--- config.mk ---
export PLATFORM = sky130hd
export DESIGN_NAME = alu_op_driver
export DESIGN_NICKNAME = d
export VERILOG_FILES = /design/src/rtl/alu_op_driver.sv
export SDC_FILE = /design/constraint.sdc
export NUM_CORES = 1
export LEC_CHECK = 0
export CORE_UTILIZATION = 47
export CTS_CLUSTER_DIAMETER = 120
export DETAILED_ROUTE_END_ITERATION = 12
export MAX_ROUTING_LAYER = met4
export PLACE_DENSITY_LB_ADDON = 0.2
export SLEW_MARGIN = 20
export SYNTH_ARGS = -nofsm -noshare
export SYNTH_HDL_FRONTEND = slang
export SYNTH_SLANG_ARGS = --single-unit
--- constraint.sdc ---
create_clock -name clk -period 2.1 [get_ports clk]
set_input_delay 0.42 -clock clk [delete_from_list [all_inputs] [get_ports clk]]
set_output_delay 0.42 -clock clk [all_outputs]
set_load 0.1 [all_outputs]
--- src/rtl/alu_op_driver.sv ---
// alu_op_driver: FIFO-buffered command initiator for the 4-bit ALU pin interface; define ALU_DRV_CHECK_EN for golden-model result checking
module alu_op_driver #(
  parameter int DEPTH   = 4,
  parameter int LATENCY = 2
) (
  input  logic       clk,
  input  logic       rst_n,
  input  logic       cmd_valid,
  output logic       cmd_ready,
  input  logic [3:0] cmd_a,
  input  logic [3:0] cmd_b,
  input  logic [2:0] cmd_op,
  output logic [7:0] alu_ui,
  output logic [2:0] alu_sel,
  input  logic [7:0] alu_y,
  output logic       rsp_valid,
  input  logic       rsp_ready,
  output logic [7:0] rsp_data,
  output logic       rsp_mismatch,
  output logic [7:0] ops_done,
  output logic [7:0] err_count
);
  localparam int AW = $clog2(DEPTH);
  typedef enum logic [1:0] {IDLE, WAIT, RESP} state_t;
  state_t state, state_nx;
  logic [10:0] mem [DEPTH];
  logic [AW-1:0] wr_ptr, rd_ptr;
  logic [AW:0] count;
  logic [3:0] cnt;
  logic [10:0] head;
  logic push, pop, sample;
  assign cmd_ready = count != (AW+1)'(DEPTH);
  assign push = cmd_valid & cmd_ready;
  assign pop = (state == IDLE) & (count != '0);
  assign sample = (state == WAIT) & (cnt == '0);
  assign head = mem[rd_ptr];
  // command storage: {op, b, a}
  always_ff @(posedge clk) begin
    if (push) mem[wr_ptr] <= {cmd_op, cmd_b, cmd_a};
  end
  // FIFO pointers and occupancy
  always_ff @(posedge clk or negedge rst_n) begin
    if (!rst_n) begin
      wr_ptr <= '0;
      rd_ptr <= '0;
      count  <= '0;
    end else begin
      wr_ptr <= push ? wr_ptr + 1'b1 : wr_ptr;
      rd_ptr <= pop ? rd_ptr + 1'b1 : rd_ptr;
      count  <= count + {{AW{1'b0}}, push} - {{AW{1'b0}}, pop};
    end
  end
  // state register
  always_ff @(posedge clk or negedge rst_n) begin
    if (!rst_n) state <= IDLE;
    else state <= state_nx;
  end
  // next-state: issue, wait out the ALU latency, hold response until accepted
  always_comb begin
    state_nx = state;
    unique case (state)
      IDLE:    state_nx = pop ? WAIT : IDLE;
      WAIT:    state_nx = sample ? RESP : WAIT;
      RESP:    state_nx = rsp_ready ? IDLE : RESP;
      default: state_nx = IDLE;
    endcase
  end
  // ALU pin drive, latency counter, response capture and completion count
  always_ff @(posedge clk or negedge rst_n) begin
    if (!rst_n) begin
      alu_ui    <= '0;
      alu_sel   <= '0;
      cnt       <= '0;
      rsp_valid <= 1'b0;
      rsp_data  <= '0;
      ops_done  <= '0;
    end else begin
      if (pop) begin
        alu_ui  <= head[7:0];
        alu_sel <= head[10:8];
        cnt     <= 4'(LATENCY - 1);
      end
      if (state == WAIT && cnt != '0) cnt <= cnt - 1'b1;
      if (sample) begin
        rsp_data  <= alu_y;
        rsp_valid <= 1'b1;
      end
      if (state == RESP && rsp_ready) begin
        rsp_valid <= 1'b0;
        ops_done  <= ops_done + 1'b1;
      end
    end
  end
`ifdef ALU_DRV_CHECK_EN
  logic [7:0] expect_y;
  function automatic logic [7:0] golden(input logic [3:0] a, input logic [3:0] b, input logic [2:0] op);
    logic [7:0] a8, b8;
    a8 = {4'h0, a};
    b8 = {4'h0, b};
    unique case (op)
      3'd0:    golden = a8 + b8;
      3'd1:    golden = a8 - b8;
      3'd2:    golden = a8 & b8;
      3'd3:    golden = a8 | b8;
      3'd4:    golden = a8 ^ b8;
      3'd5:    golden = {4'hF, ~a};
      3'd6:    golden = a8 >> 1;
      default: golden = a8 << 1;
    endcase
  endfunction
  // expected result latched at issue, compared at the sampling edge
  always_ff @(posedge clk or negedge rst_n) begin
    if (!rst_n) begin
      expect_y     <= '0;
      rsp_mismatch <= 1'b0;
      err_count    <= '0;
    end else begin
      if (pop) expect_y <= golden(head[3:0], head[7:4], head[10:8]);
      if (sample) begin
        rsp_mismatch <= alu_y != expect_y;
        if (alu_y != expect_y && err_count != 8'hFF) err_count <= err_count + 1'b1;
      end
    end
  end
`else
  assign rsp_mismatch = 1'b0;
  assign err_count = '0;
`endif
endmodule

==> metrics.txt, run 1 <==
status complete, no violations; Placeable Area 0.007214 mm^2; Initial Util 0.4840; initial antenna violation count 0; ys async rst share 0.4824; Worst EP required 2.32 ns; #FFs+latches synth 85; die width 88.20 um; Boundary Pins 61; fmax 484.7 MHz; Antenna diodes 0; Max Buffers Root-to-Sink 2; Post-CTS Hold Buffers 0; critical path class reg2reg; dpl cell area 0.004145 mm^2; Critical Path AT 2.29 ns; crit path max fanout 3; TritonCTS clock tree done; Iteration-0 DRC Markers 105; clk root buf clkbuf_8; Routed Wire Length 5446 um; dpl cells 366; synth cell count leaders edfxtp_1, dfrtp_1, mux2_2; FP Rows 31; Final Max Slew Viols 0; synthesis-to-layout area growth 24.22%; vias per std cell 4.853; PortBufs 51; Remaining DRCs 0; GPL Wtd Cong 0.7404; DP HPWL 3749 um; Tmin final 2.063 ns; Startpoint Class flop; Worst Max-Slew Pin Slew 0.7320 ns; Setup crit end kind flop; Multi-input gate area 0.001072 mm^2; post-synthesis sequential area ratio 0.6722; vias in the first global route 1808; RSZ-0062 raised after global routing true; final instance area 0.004338 mm^2; first-pass GRT wire length 8694 um; count leader, synth edfxtp_1; CTS Buf Count 9; Post-synth EDFFs 44; Initial DRT Pass Iterations 6; clk_lat worst skew 0.34 ns; Clock Skew 0.01063 ns; Avg Cell Area, Syn 17.12 um^2; htree depth 3; Fin Setup TNS 0 ns; largest net degree at the start of global routing 34; Post-Syn Instances 204; Ys Warns 0; Core Util, Final 0.6013; total of max-cap violations 0; Synth area leader edfxtp_1; Final #Nets 310; Yosys top cell area share 0.3784; gr usage total 0.1619; Setup Viol. Count Final 0; Chip Height 88.20 um; Post-Syn Area 0.003492 mm^2; total gr overflow 0; Fin. Hold Viols 0; via count 1854; dominant synthesized flop cell edfxtp_1; Sequential cell area 0.002347 mm^2; fraction of layout cells with a size suffix above 1 0.3604; clk slew on worst S/H paths 0.08 ns; sinks on the clock net 85; synth top area cells edfxtp_1, dfrtp_1, mux2_2, mux4_2, ha_1; fin crit share 0.9824; worst hold-check path type in2async; Routed WL per cell 14.26 um; relative slew slack 0.5120; fin cells 382; synth unique cells 42; Filler Cell Count 589; post-route ant nets 0; die area 0.007778 mm^2
[worst max-delay path, cell delays in order, from the launching register on]
cell and delay, ns:
dfrtp_1 0.39, or3_4 0.41, nand2_4 0.08, inv_4 0.04
ha_4 0.24, inv_2 0.04, ha_4 0.15, fa_2 0.32
xor2_1 0.16, xnor2_1 0.12
[cell type report]
| cell class | count | share of cell area |
|---|---|---|
| Clock buffer | 11 | 0.03029 |
| Clock inverter | 5 | 0.01240 |
| Inverter | 11 | 0.01010 |
| Multi-Input combinational cell | 104 | 0.2472 |
| Sequential cell | 85 | 0.5411 |
| Tap cell | 99 | 0.02855 |
| Timing Repair Buffer | 67 | 0.1304 |
[per-layer routing]
| metal | GRT usage | vias up | wire, um |
|---|---|---|---|
| met5 | - | - | 0 |
| met4 | 0.04399 | 0 | 42 |
| met3 | 0.06409 | 5 | 292 |
| met2 | 0.2629 | 52 | 2664 |
| met1 | 0.1871 | 915 | 2445 |
| li1 | - | 882 | - |
[path summary, 6_finish.rpt]
path | cells after the start | end | slack, ns | from
worst max register to register | 9 | count[2] | 0.04 | count[0]
worst max-delay path | 9 | count[2] | 0.04 | count[0]
worst min register to register | 1 | ops_done[7] | 0.47 | ops_done[7]
worst min-delay path | 1 | alu_sel[1] | 0.13 | rst_n
max in group asynchronous | 2 | alu_sel[0] | 1.40 | rst_n
min in group clk | 1 | ops_done[7] | 0.47 | ops_done[7]
[repair_timing]
item | in CTS | in global routing
pin swaps | 5 | 1
buffers inserted | 0 | 0
setup endpoints to repair | 1 | 1
resized for setup | 3 | 0
[metrics by stage]
stage	hold slack [ns]	setup slack, ns
finish	0.1289	0.03704
global placement	0.4579	-0.1450
global route	0.1639	-0.04870
floorplan	0.1244	-0.1797
CTS	0.1511	-0.001256
detailed placement	0.4622	-0.1812
[logic make-up (layout without fill, tap and decap cells)]
logic type	Yosys count	after routing	synth area share
flops	85	85	0.6722
simple gates	34	34	0.06199
mux	32	32	0.1430
buf+inv	23	94	0.03869
xor+xnor	12	12	0.03010
fa+ha+maj	9	9	0.03440
compound gates	8	8	0.01863
other cells	1	9	0.001074
[flip-flops by register name, summed over array words and instances, names as in the netlist]
name / flops
alu_sel: 3
mem: 44
wr_ptr: 2
cnt: 4
count: 3
alu_ui: 8
ops_done: 8
rsp_data: 8
rsp_valid: 1
rd_ptr: 2
state: 2
[layout by cell type (no fill, tap or decap), types with 2 or more instances in the layout]
cell type	instances
and3_1	6
buf_4	44
clkbuf_1	2
clkbuf_8	9
clkdlybuf4s50_1	21
clkinvlp_4	2
conb_1	9
dfrtp_1	41
edfxtp_1	44
ha_1	6
ha_4	2
inv_1	8
inv_2	2
mux2_2	20
mux4_1	3
mux4_2	8
nand2_1	2
nand2b_1	2
nand3_1	4
nor2_1	2
nor2b_1	2
nor3_1	3
xnor2_1	7
xor2_1	5
Power of run 1 is left out: the tool's default activity adds up to more than one toggle a clock period on the data nets, which glitch-free logic cannot reach.
==> inputs of run 2 (changes only) <==
--- a/config.mk
+++ b/config.mk
@@ -5,7 +5,8 @@
 export SDC_FILE = /design/constraint.sdc
 export NUM_CORES = 1
 export LEC_CHECK = 0
-export CORE_UTILIZATION = 47
+export CAP_MARGIN = 20
+export CORE_UTILIZATION = 35
 export CTS_CLUSTER_DIAMETER = 120
 export DETAILED_ROUTE_END_ITERATION = 12
 export MAX_ROUTING_LAYER = met4
==> metrics.txt, run 2 (synthesized netlist as in run 1, its figures left out) <==
status complete, no violations; total of max-cap violations 0 (unchanged); Routed WL per cell 14.34 um (+0.59%); PortBufs 51 (unchanged); Final Max Slew Viols 0 (unchanged); vias in the first global route 1895 (+4.8%); TritonCTS clock tree done; via count 1899 (+2.4%); clk slew on worst S/H paths 0.10 ns (+0.02 ns); DP HPWL 3960 um (+5.6%); total gr overflow 0 (unchanged); crit path max fanout 3 (unchanged); die area 0.01038 mm^2 (+33%); first-pass GRT wire length 9625 um (+11%); htree depth 3 (unchanged); Reg with most FFs mem; fraction of layout cells with a size suffix above 1 0.3732 (+0.01282); RSZ-0062 raised after global routing true; Critical Path AT 2.30 ns (about the same); relative slew slack 0.5972 (+0.08515); Setup Viol. Count Final 0 (unchanged); initial antenna violation count 0 (unchanged); worst hold-check path type in2async; GPL Wtd Cong 0.7691 (+3.9%); Initial Util 0.3589 (-0.1251); CTS Buf Count 9 (unchanged); Worst Max-Slew Pin Slew 0.6042 ns (-0.1277 ns); Max stage delay cell, worst path or3_4; crit-path cells or3_4 -> nand2_4 -> inv_4 -> ha_4 -> inv_2 -> ha_4 -> fa_2 -> xor2_1 -> xnor2_1; FP Rows 36 (+16%); Setup crit end kind flop; Fin Setup TNS 0 ns (unchanged); critical path class reg2reg; cells on worst reg2reg path 9 (unchanged); gr usage total 0.1322 (-0.02971); post-route ant nets 0 (unchanged); clk_lat worst skew 0.35 ns (about the same); most common cell after layout, fill and taps aside buf_4; Iteration-0 DRC Markers 83 (-21%); Boundary Pins 61 (unchanged); largest net degree at the start of global routing 42 (+24%); Tmin final 2.059 ns (-0.004214 ns); Initial DRT Pass Iterations 4 (-2); max reg flops 44 (unchanged); Final #Nets 311 (+0.32%); Antenna diodes 0 (unchanged); Placeable Area 0.009729 mm^2 (+35%); die width 101.9 um (+16%); most used cell, CP ha_4; Core Util, Final 0.4513 (-0.1500); synthesis-to-layout area growth 25.73%; Remaining DRCs 0 (unchanged); Fin. Hold Viols 0 (unchanged); Routed Wire Length 5980 um (+9.8%); vias per std cell 4.554 (-6.2%); Startpoint Class flop; Crit path largest cell delay 0.41 ns (about the same); Max Buffers Root-to-Sink 2 (unchanged); clk root buf clkbuf_8; Clock Skew 0.01346 ns (+0.002828 ns); sinks on the clock net 85 (unchanged); Worst EP required 2.34 ns (+0.02 ns); Chip Height 101.9 um (+16%); fin crit share 0.9804 (-0.002007); fmax 485.7 MHz (+0.20%); most frequent cells in the layout buf_4, edfxtp_1, dfrtp_1
## run 2: cell count changes in the layout (fill, tap and decap cells not counted), sizes merged
cell	change
inv	+4
clkbuf	-2
buf	+1
bufinv	-1
clkinvlp	-1
## run 2: through the flow
step           cell area [um^2]  instances  worst slack, ns  hold slack, ns
6_report                   4390        417          0.04125          0.1372
4_1_cts                    4375        416          0.01572          0.1372
3_3_place_gp               4180        399          -0.1507          0.4615
5_1_grt                    4390        417         -0.02267          0.1664
2_1_floorplan              3550        212          -0.1797          0.1244
3_5_place_dp               4180        399          -0.1668          0.4702
## run 2: cell type report
cell class	instances	area, um^2
Multi-Input combinational cell	104	1072
Fill cell	895	5339
Clock buffer	9	123.9
Inverter	11	43.79
Clock inverter	7	63.81
Timing Repair Buffer	68	573.1
Tap cell	133	166.4
Sequential cell	85	2347
## run 2: final timing paths
check | to | from | slack [ns]
max | count[2] | count[2] | 0.04
min in group clk | ops_done[7] | ops_done[7] | 0.48
max reg2reg | count[2] | count[2] | 0.04
max in group asynchronous | alu_sel[0] | rst_n | 1.59
min | rd_ptr[0] | rst_n | 0.14
min reg2reg | ops_done[7] | ops_done[7] | 0.48
## run 2: repair_timing
item / in CTS / in global routing
pin swaps: 2 / 2
hold buffers: 0 / 0
setup endpoints to repair: 1 / 1
gates resized for setup: 1 / 2
setup buffers: 1 / 1
## run 2: routing by layer
metal,vias to the layer above,GRT usage,part of all wire
met2,53,0.2157,0.50
met3,10,0.03694,0.043
li1,882,-,-
met5,-,-,0
met4,0,0.04615,0.013
met1,954,0.1579,0.44
## run 2: worst max-delay path: cells and delay by family, from the launching register on
kind                       cells  cell delay [ns]
and+or+nand+nor                2             0.49
DFF                            1             0.40
adders and majority gates      3             0.70
xor gates and xnor gates       2             0.27
buffers and inverters          2             0.07
Power of run 2 is left out for the same reason.
